### src/rtl/jstk_pkg.sv
// Shared definitions for the PmodJSTK reader: FSM state encoding, frame
// geometry and the command byte that carries the LED bits.
`timescale 1ns/1ps
package jstk_pkg;

    typedef enum logic [2:0] {
        ST_IDLE,
        ST_SETUP,
        ST_SHIFT,
        ST_GAP,
        ST_DONE,
        ST_WAIT
    } jstk_state_t;

    localparam int         JSTK_NUM_BYTES = 5;
    localparam logic [5:0] JSTK_LED_CMD   = 6'b100000;

    // Only the first byte of a frame carries the LED command; the rest are zero.
    function automatic logic [7:0] jstk_tx_byte(input logic first, input logic [1:0] led);
        return first ? {JSTK_LED_CMD, led} : 8'h00;
    endfunction

endpackage

### src/rtl/spi_byte_shifter.sv
// One 8-bit SPI mode-0 exchange, MSB first.
//   clk, clr      : system clock, async active-low reset
//   start         : one-cycle request; tx_data is captured on that edge
//   tx_data       : byte to send
//   miso          : already-synchronised serial input
//   done          : high during the final clk cycle of the exchange (comb)
//   rx_data       : received byte, complete while done is high
//   sclk, mosi    : SPI clock (idle low) and data out
`timescale 1ns/1ps
module spi_byte_shifter
    import jstk_pkg::*;
#(
    parameter int SCLK_HALF = 400
) (
    input  logic       clk,
    input  logic       clr,
    input  logic       start,
    input  logic [7:0] tx_data,
    input  logic       miso,
    output logic       done,
    output logic [7:0] rx_data,
    output logic       sclk,
    output logic       mosi
);

    localparam int               HALF_W   = (SCLK_HALF > 1) ? $clog2(SCLK_HALF) : 1;
    localparam logic [HALF_W-1:0] HALF_MAX = HALF_W'(SCLK_HALF - 1);

    logic              busy;
    logic [HALF_W-1:0] half_cnt;
    logic [2:0]        bit_cnt;
    logic [7:0]        tx_sh;
    logic [7:0]        rx_sh;

    always_ff @(posedge clk or negedge clr) begin
        if (!clr) begin
            busy     <= 1'b0;
            sclk     <= 1'b0;
            mosi     <= 1'b0;
            half_cnt <= '0;
            bit_cnt  <= '0;
            tx_sh    <= '0;
            rx_sh    <= '0;
        end else if (start) begin
            busy     <= 1'b1;
            sclk     <= 1'b0;
            mosi     <= tx_data[7];
            tx_sh    <= {tx_data[6:0], 1'b0};
            half_cnt <= HALF_MAX;
            bit_cnt  <= 3'd7;
        end else if (busy) begin
            if (half_cnt != '0) begin
                half_cnt <= half_cnt - 1'b1;
            end else begin
                half_cnt <= HALF_MAX;
                if (!sclk) begin
                    // rising edge: sample the slave
                    sclk  <= 1'b1;
                    rx_sh <= {rx_sh[6:0], miso};
                end else begin
                    // falling edge: next bit goes out while sclk is low
                    sclk <= 1'b0;
                    if (bit_cnt == 3'd0) begin
                        busy <= 1'b0;
                        mosi <= 1'b0;
                    end else begin
                        bit_cnt <= bit_cnt - 1'b1;
                        mosi    <= tx_sh[7];
                        tx_sh   <= {tx_sh[6:0], 1'b0};
                    end
                end
            end
        end
    end

    // Last cycle of bit 7's high half; lets the caller move on the same edge sclk falls.
    assign done    = busy && sclk && (half_cnt == '0) && (bit_cnt == 3'd0);
    assign rx_data = rx_sh;

endmodule

### src/rtl/joystick_spi_reader.sv
// Polls one PmodJSTK over SPI and presents stick position and buttons as
// registered values that all update together, with a one-cycle valid pulse.
//   clk, clr        : system clock, async active-low reset
//   en              : poll enable, looked at only while idle
//   led             : Pmod LED command, latched when a frame starts
//   ss, sclk, mosi  : SPI master outputs (ss active-low, mode 0)
//   miso            : SPI data from the Pmod (asynchronous)
//   joy_x, joy_y    : 10-bit positions
//   btn             : {btn2, btn1, stick_btn}
//   valid           : pulses when joy_x/joy_y/btn are updated
//
// state | meaning
// IDLE  | ss high, waiting for en
// SETUP | ss low, settling time before the first sclk
// SHIFT | one byte exchange in progress
// GAP   | ss low, sclk low between bytes
// DONE  | ss high, outputs loaded, valid high (one cycle)
// WAIT  | ss high, poll interval before returning to IDLE
`timescale 1ns/1ps
module joystick_spi_reader
    import jstk_pkg::*;
#(
    parameter int SCLK_HALF = 400,
    parameter int SS_SETUP  = 1500,
    parameter int BYTE_GAP  = 1000,
    parameter int POLL_GAP  = 1000000,
    parameter int RESET_POS = 512
) (
    input  logic       clk,
    input  logic       clr,
    input  logic       en,
    input  logic [1:0] led,
    output logic       ss,
    output logic       sclk,
    output logic       mosi,
    input  logic       miso,
    output logic [9:0] joy_x,
    output logic [9:0] joy_y,
    output logic [2:0] btn,
    output logic       valid
);

    localparam int T_MAX = (POLL_GAP > SS_SETUP) ?
                           ((POLL_GAP > BYTE_GAP) ? POLL_GAP : BYTE_GAP) :
                           ((SS_SETUP > BYTE_GAP) ? SS_SETUP : BYTE_GAP);
    localparam int CNT_W = $clog2(T_MAX + 1);

    jstk_state_t      state, next_state;
    logic [CNT_W-1:0] cnt, cnt_val;
    logic             cnt_load;
    logic [2:0]       byte_idx;
    logic [1:0]       led_q;
    logic [7:0]       rx0, rx2;
    logic [1:0]       rx1, rx3;
    logic             miso_m, miso_s;
    logic             start, shift_done, last_byte;
    logic [7:0]       tx_data, rx_data;

    spi_byte_shifter #(.SCLK_HALF(SCLK_HALF)) u_shifter (
        .clk     (clk),
        .clr     (clr),
        .start   (start),
        .tx_data (tx_data),
        .miso    (miso_s),
        .done    (shift_done),
        .rx_data (rx_data),
        .sclk    (sclk),
        .mosi    (mosi)
    );

    assign last_byte = (byte_idx == 3'(JSTK_NUM_BYTES - 1));
    assign tx_data   = jstk_tx_byte(state == ST_SETUP, led_q);

    always_comb begin
        next_state = state;
        start      = 1'b0;
        cnt_load   = 1'b0;
        cnt_val    = '0;
        case (state)
            ST_IDLE: if (en) begin
                next_state = ST_SETUP;
                cnt_load   = 1'b1;
                cnt_val    = CNT_W'(SS_SETUP - 1);
            end
            ST_SETUP: if (cnt == '0) begin
                next_state = ST_SHIFT;
                start      = 1'b1;
            end
            ST_SHIFT: if (shift_done) begin
                if (last_byte) begin
                    next_state = ST_DONE;
                end else begin
                    next_state = ST_GAP;
                    cnt_load   = 1'b1;
                    cnt_val    = CNT_W'(BYTE_GAP - 1);
                end
            end
            ST_GAP: if (cnt == '0) begin
                next_state = ST_SHIFT;
                start      = 1'b1;
            end
            ST_DONE: begin
                next_state = ST_WAIT;
                cnt_load   = 1'b1;
                cnt_val    = CNT_W'(POLL_GAP - 1);
            end
            ST_WAIT: if (cnt == '0) next_state = ST_IDLE;
            default: next_state = ST_IDLE;
        endcase
    end

    always_ff @(posedge clk or negedge clr) begin
        if (!clr) begin
            state <= ST_IDLE;
        end else begin
            state <= next_state;
        end
    end

    always_ff @(posedge clk or negedge clr) begin
        if (!clr) begin
            cnt      <= '0;
            byte_idx <= '0;
            led_q    <= '0;
            rx0      <= '0;
            rx1      <= '0;
            rx2      <= '0;
            rx3      <= '0;
            miso_m   <= 1'b0;
            miso_s   <= 1'b0;
        end else begin
            miso_m <= miso;
            miso_s <= miso_m;

            if (cnt_load)          cnt <= cnt_val;
            else if (cnt != '0)    cnt <= cnt - 1'b1;

            if (state == ST_IDLE && en) begin
                byte_idx <= '0;
                led_q    <= led;
            end else if (state == ST_GAP && cnt == '0) begin
                byte_idx <= byte_idx + 1'b1;
            end

            if (state == ST_SHIFT && shift_done) begin
                case (byte_idx)
                    3'd0:    rx0 <= rx_data;
                    3'd1:    rx1 <= rx_data[1:0];
                    3'd2:    rx2 <= rx_data;
                    3'd3:    rx3 <= rx_data[1:0];
                    default: ;
                endcase
            end
        end
    end

    // Outputs load on the edge into DONE, so they are visible together with valid.
    // Byte 4 is taken straight from the shifter since it is never stored.
    always_ff @(posedge clk or negedge clr) begin
        if (!clr) begin
            ss    <= 1'b1;
            valid <= 1'b0;
            joy_x <= 10'(RESET_POS);
            joy_y <= 10'(RESET_POS);
            btn   <= '0;
        end else begin
            ss    <= !(next_state == ST_SETUP || next_state == ST_SHIFT || next_state == ST_GAP);
            valid <= (next_state == ST_DONE);
            if (state == ST_SHIFT && shift_done && last_byte) begin
                joy_x <= {rx1, rx0};
                joy_y <= {rx3, rx2};
                btn   <= rx_data[2:0];
            end
        end
    end

endmodule

### config.mk
export PLATFORM = sky130hd
export DESIGN_NAME = joystick_spi_reader
export DESIGN_NICKNAME = d
export VERILOG_FILES = /design/src/rtl/jstk_pkg.sv /design/src/rtl/spi_byte_shifter.sv /design/src/rtl/joystick_spi_reader.sv
export SDC_FILE = /design/constraint.sdc
export NUM_CORES = 1
export LEC_CHECK = 0
export CAP_MARGIN = 20
export CELL_PAD_IN_SITES_DETAIL_PLACEMENT = 0
export CELL_PAD_IN_SITES_GLOBAL_PLACEMENT = 2
export CORE_ASPECT_RATIO = 0.5
export CORE_MARGIN = 2
export CORE_UTILIZATION = 25
export CTS_BUF_LIST = sky130_fd_sc_hd__clkbuf_4 sky130_fd_sc_hd__clkbuf_8
export DETAILED_ROUTE_END_ITERATION = 10
export GPL_ROUTABILITY_DRIVEN = 1
export GPL_TIMING_DRIVEN = 0
export PLACE_DENSITY = 0.56
export SYNTH_ARGS = -nofsm -noshare
export SYNTH_HDL_FRONTEND = slang
export SYNTH_SLANG_ARGS = --single-unit
### constraint.sdc
create_clock -name clk -period 2.8 [get_ports clk]
set_input_delay 0.56 -clock clk [delete_from_list [all_inputs] [get_ports clk]]
set_output_delay 0.56 -clock clk [all_outputs]
set_load 0.01 [all_outputs]
== Word-level counts from Yosys, hierarchy flattened ==
Cells that the tools add are included.

* Bits in registers: 106
* Input bits: 6
* Output and inout port bits: 27
* Logic and storage cells: 122

* Add/sub/neg operators: 4
* Eq/ne operators: 15
* Mux-type cells: 48
* Bitwise gates (word level): 3
* Reduce and logical (&&, ||, !) cells: 30

{| class="wikitable"
|+ Operators by type and width
! kind !! number
|-
| one-hot mux 20 bit (3 select lines) || 1
|-
| two-way mux 8 bit || 6
|-
| two-way mux 20 bit || 2
|-
| two-way mux 3 bit || 12
|-
| two-way mux 9 bit || 3
|-
| zero test 20 bit || 1
|-
| two-way mux 10 bit || 2
|-
| nonzero test 20 bit || 1
|-
| subtractor 20 x 1 -> 20 bit (second input constant) || 1
|-
| two-way mux 1 bit || 19
|-
| == test 3 x 2 -> 1 bit (second input constant) || 6
|-
| one-hot mux 3 bit (5 select lines) || 1
|-
| == test 3 bit (second input constant) || 4
|-
| two-way mux 11 bit || 1
|-
| AND reduction 2 bit || 5
|-
| == test 3 x 1 -> 1 bit (second input constant) || 3
|-
| zero test 3 bit || 3
|-
| zero test 9 bit || 1
|-
| nonzero test 9 bit || 1
|-
| subtractor 9 x 1 -> 9 bit (second input constant) || 1
|-
| AND reduction 4 bit || 2
|-
| nonzero test 2 bit || 4
|-
| logical AND 1 bit || 7
|-
| inequality test 2 bit (second input constant) || 2
|-
| 8 further kinds || 11
|}

== Longest topological paths before layout ==
* Word-level depth: 9
* Mapped depth: 8
* Depth with buffers taken out: 7

== Hierarchy ==
A second synthesis with hierarchy kept.

* Cell total of the unflattened synthesis: 406
* Area, all modules: 4,848.4 um^2

{| class="wikitable"
|+ Modules (own cells, without submodules)
! module !! times used !! cells each !! area each (um^2) !! seq. area each (um^2)
|-
| joystick_spi_reader || 1 || 272 || 3,358.2 || 1,880.6
|-
| spi_byte_shifter || 1 || 134 || 1,490.2 || 750.7
|}

== Worst setup path after synthesis ==
No wires, ideal clock.

* Kind: register -> register
* Start: register u_shifter.half_cnt[0]
* End: register rx2[0]
* Setup time: 0.125 ns
* Data arrival time: 2.147 ns
* Data required time: 2.675 ns
* Setup slack: 0.528 ns
* Cell stages (with the launch flop): 9
* Path buffers: 1
* Period minus slack after synthesis: 2.272 ns
* Path through: dfrtp_1 > inv_1 > ha_1 > nor4b_2 > and2_1 > buf_4 > nand3_4 > nor3b_4 > mux2_2

* Cells in the longest elaborated chain, start to end: 5

{| class="wikitable"
|+ RTL lines
! element !! RTL line !! text
|-
| from (decl) || spi_byte_shifter.sv:30 || <nowiki>logic [HALF_W-1:0] half_cnt;</nowiki>
|-
| from (signal assigned) || spi_byte_shifter.sv:53 || <nowiki>half_cnt <= half_cnt - 1'b1;</nowiki>
|-
| zero test 9 bit || spi_byte_shifter.sv:77 || <nowiki>assign done = busy && sclk && (half_cnt == '0) && (bit_cnt == 3'd0);</nowiki>
|-
| logical AND 1 bit (2 in a row) || spi_byte_shifter.sv:77 ||
|-
| logical AND 1 bit || joystick_spi_reader.sv:145 || <nowiki>if (state == ST_SHIFT && shift_done) begin</nowiki>
|-
| AND reduction 2 bit (no source line) || n/a ||
|-
| to (signal assigned) || joystick_spi_reader.sv:149 || <nowiki>3'd2: rx2 <= rx_data;</nowiki>
|-
| to (decl) || joystick_spi_reader.sv:53 || <nowiki>logic [7:0] rx0, rx2;</nowiki>
|}

Every way passes these cells.
A chain may end at the register's enable or synchronous reset.

== Worst setup path in the final report ==
* Start: register cnt[0]
* End: register u_shifter.tx_sh[2]

* Cells in the longest elaborated chain, start to end: 5
* Elaborated cells between the ends (all ways): 9
* Those cells by class: 2 x eq/ne; 3 x mux; 4 x reduce/logical

{| class="wikitable"
|+ RTL lines
! element !! RTL line !! text
|-
| from (decl) || joystick_spi_reader.sv:49 || <nowiki>logic [CNT_W-1:0] cnt, cnt_val;</nowiki>
|-
| from (signal assigned) || joystick_spi_reader.sv:135 || <nowiki>if (cnt_load) cnt <= cnt_val;</nowiki>
|-
| from (signal assigned) || joystick_spi_reader.sv:136 || <nowiki>else if (cnt != '0) cnt <= cnt - 1'b1;</nowiki>
|-
| zero test 20 bit * || joystick_spi_reader.sv:85, joystick_spi_reader.sv:98 ||
|-
| two-way mux 1 bit * || joystick_spi_reader.sv:85, joystick_spi_reader.sv:98 ||
|-
| two-way mux 1 bit * || n/a ||
|-
| inequality test 2 bit (no source line) / nonzero test 2 bit (equally long branches) || n/a ||
|-
| AND reduction 4 bit (no source line) || n/a ||
|-
| to (signal assigned) || spi_byte_shifter.sv:48 || <nowiki>tx_sh <= {tx_data[6:0], 1'b0};</nowiki>
|-
| to (signal assigned) || spi_byte_shifter.sv:69 || <nowiki>tx_sh <= {tx_sh[6:0], 1'b0};</nowiki>
|-
| to (decl) || spi_byte_shifter.sv:32 || <nowiki>logic [7:0] tx_sh;</nowiki>
|}

Every way passes the cells marked *; elsewhere a longest branch is shown, timed or not.

==> reports/summary.txt <==
outcome = completed
number of nets in the layout = 479
Multi-input gate area = 0.00210 sq mm
post-DR wirelength/cell = 14.8 um
unrepaired setup endpoints after global routing = no
synthesized instance count = 417
Area growth syn-to-layout = 19.8%
CTS root buffer = clkbuf_8
Routability Congestion = 0.692
Antenna diodes = 0
crit end category = flop
full die area = 0.0205 sq mm
sequential cell area fraction in the yosys report = 0.546
flop2flop setup slack = 0.19 ns
final setup violation count = 0
Via density = 4.41
DR vias = 3205
Crit Path Max Fanout = 10
async set or reset register ratio after synthesis = 1.00
setup TNS = 0 ns
PortBufs = 32
post-synthesis cell type count = 55
fin. max-slew vios = 0
Top FF cell, synth = dfrtp_1
Hold WC Path Type = input port to asynchronous set/reset pin
Mapped Nets = 433
Die Width = 200 um
H-tree levels = 3
vias in the first global route = 3204
Core Region = 0.0187 sq mm
largest net degree at the start of global routing = 64
max-cap violations = 0
global-route wire length before repair = 17.8 mm
Register Area = 0.00263 sq mm
kind of critical path = flop to flop
TritonCTS Sinks = 105
yosys warns = 0
leakage = 2.59 nW
initial antenna violation count = 0
Max clock buf depth = 2
mapped cell area = 0.00482 sq mm
post-synthesis register bit count = 105
Clock transition at path regs = 0.10 ns
Tightest Pin Transition = 0.646 ns
# IOs = 33
peak supply drop = 186 uV
critical path startpoint category = flop
clk_skew = 0.0142 ns
DRC errors left = 0
router iterations before antenna repair = 4
die height = 102 um
Starting Density = 0.258
syn_area_per_cell = 11.6 sq um
final wirelength = 10.7 mm
fillers = 1971
total track usage = 0.114
Final min period = 2.61 ns
Tcrit/Tclk final = 0.932
1st-iter DRT viols = 172
Routed Antenna Nets = 0
CP required = 3.11 ns
crit path DAT = 2.92 ns
Place WS = -0.252 ns
hpwl dp = 7.34 mm
TritonCTS Buffers = 9
Post-synth EDFFs = 0
Overflow after GRT = 0
layout cell share with drive strength beyond 1 = 0.197
fmax = 383 MHz
relative slew slack = 0.566
CTS tree = done
final worst setup slack = 0.189 ns
row count = 35
Final Hold Fails = 0
PD cells = 450 mW/mm^2
worst-skew pair later-pin latency = 0.39 ns
==> cell usage in the layout (no fill, tap or decap), types with 3 or more instances in the layout <==
cell and count:
a21oi_1 15, and2_1 3, and3_1 3, clkbuf_1 10, clkbuf_8 9, clkdlybuf4s50_1 31, dfrtp_1 102, dfstp_2 3
ha_1 10, inv_1 15, inv_6 3, mux2_2 50, mux2i_1 6, nand2_1 37, nand2b_1 4, nand3_1 15
nand4_1 6, nor2_1 25, nor3_1 10, nor4_1 5, o21a_1 3, o21ai_0 25, o31a_1 3, or3_1 5
or4_1 3, xnor2_1 10, xor2_1 8
==> what timing repair did <==
action,in CTS,in global routing
endpoints found under the setup margin,43,48
pin swaps,1,3
buffers inserted,0,2
gates resized for setup,2,4
hold buffers,0,0
endpoints found under the hold margin,0,0
cloned,0,0
==> routing by layer <==
metal,track usage,routed length [um],vias to the layer above,share of wire
li1,-,-,1565,-
met1,0.160,5560,1593,0.52
met2,0.168,4650,37,0.43
met3,0.0325,382,10,0.036
met4,0.0359,129,0,0.012
met5,0,0,-,0
==> final cells by class <==
class	count	share of cell area
inverters	15	0.00974
clock buffers	9	0.0214
plain buffers	14	0.0104
multi-input cells	283	0.363
well taps	259	0.0561
flip-flops and latches	105	0.455
clock inverters	7	0.0169
repair buffers	35	0.0673
==> logic make-up (layout without fill, tap and decap cells) <==
group                    after synthesis  after routing  synth area share
flip-flops                           105            105             0.546
multiplexers                          57             57             0.132
adder cells (fa/ha/maj)               10             10            0.0259
AND/OR/NAND/NOR                      139            139             0.165
buffers and inverters                 29             80            0.0239
AO/OA/AOI/OAI                         59             59            0.0755
XOR/XNOR                              18             18            0.0327
==> synth_stat cells (2+ instances only) <==
| cell type | count | share of area |
|---|---|---|
| nand4_1 | 6 | 0.0078 |
| nor3_1 | 10 | 0.010 |
| dfrtp_1 | 102 | 0.53 |
| ha_1 | 10 | 0.026 |
| mux2_2 | 50 | 0.12 |
| a21oi_1 | 15 | 0.016 |
| mux2i_1 | 6 | 0.012 |
| nor2_2 | 2 | 0.0026 |
| o31ai_1 | 2 | 0.0031 |
| nand2b_1 | 4 | 0.0052 |
| inv_1 | 15 | 0.012 |
| clkbuf_1 | 11 | 0.0086 |
| nand2_1 | 37 | 0.029 |
| and2_1 | 3 | 0.0039 |
| o21ai_0 | 25 | 0.026 |
| nor2_1 | 26 | 0.020 |
| o21a_1 | 3 | 0.0047 |
| a2111oi_0 | 2 | 0.0036 |
| xnor2_1 | 10 | 0.018 |
| o31a_1 | 3 | 0.0054 |
| buf_2 | 2 | 0.0021 |
| nor3b_1 | 2 | 0.0031 |
| or3_1 | 5 | 0.0065 |
| nor4_2 | 2 | 0.0052 |
| nand3_1 | 15 | 0.016 |
| o211ai_1 | 2 | 0.0031 |
| and3_1 | 3 | 0.0039 |
| dfstp_2 | 3 | 0.016 |
| nor3b_4 | 2 | 0.0078 |
| xor2_1 | 8 | 0.015 |
| or4_1 | 3 | 0.0047 |
| nor4_1 | 5 | 0.0065 |
==> worst max-delay path, cell delays in order, from the launching register on <==
cell and delay [ns]:
dfrtp_1 0.44, inv_1 0.08, ha_1 0.28, or4b_1 0.46, clkbuf_1 0.20, nor3_2 0.33
nand3_1 0.21, nor2_4 0.32, mux2i_1 0.22
==> state kept, by name (all words and copies together) (netlist names), 3 cells and up <==
signal	cells
cnt	20
joy_x	10
joy_y	10
u_shifter.half_cnt	9
rx0	8
rx2	8
u_shifter.rx_data	8
u_shifter.tx_sh	7
btn	3
byte_idx	3
state	3
u_shifter.bit_cnt	3
==> path summary, 6_finish.rpt <==
kind | to | cells past startpoint | start
max | u_shifter.tx_sh[2] | 8 | cnt[0]
min | u_shifter.tx_sh[4] | 1 | clr
max reg2reg | u_shifter.tx_sh[2] | 8 | cnt[0]
min reg2reg | miso_s | 0 | miso_m
max in group asynchronous | joy_x[7] | 2 | clr
min in group clk | miso_s | 0 | miso_m
==> through the flow <==
| step | cell area (sq um) | cells | hold WS (ns) | utilization | power (mW) |
|---|---|---|---|---|---|
| final | 5780 | 727 | 0.0864 | 0.310 | 2.60 |
| after global routing | 5780 | 727 | 0.0928 | 0.310 | 2.74 |
| after CTS | 5730 | 725 | 0.0748 | 0.307 | 2.68 |
| after detailed placement | 5500 | 709 | 0.335 | 0.295 | 1.59 |
| after global placement | 5470 | 708 | 0.334 | 0.293 | 1.59 |
| after floorplan | 4820 | 417 | 0.264 | - | 1.55 |
==> report_power, final <==
part	total [mW]	switching, mW	internal, mW	leakage, nW
registers	1.52	0.000304	1.52	1.37
clock network	1.04	0.601	0.440	0.110
logic	0.0429	0.0325	0.0104	1.10
Note: power is estimated with default switching activity, not from simulation.
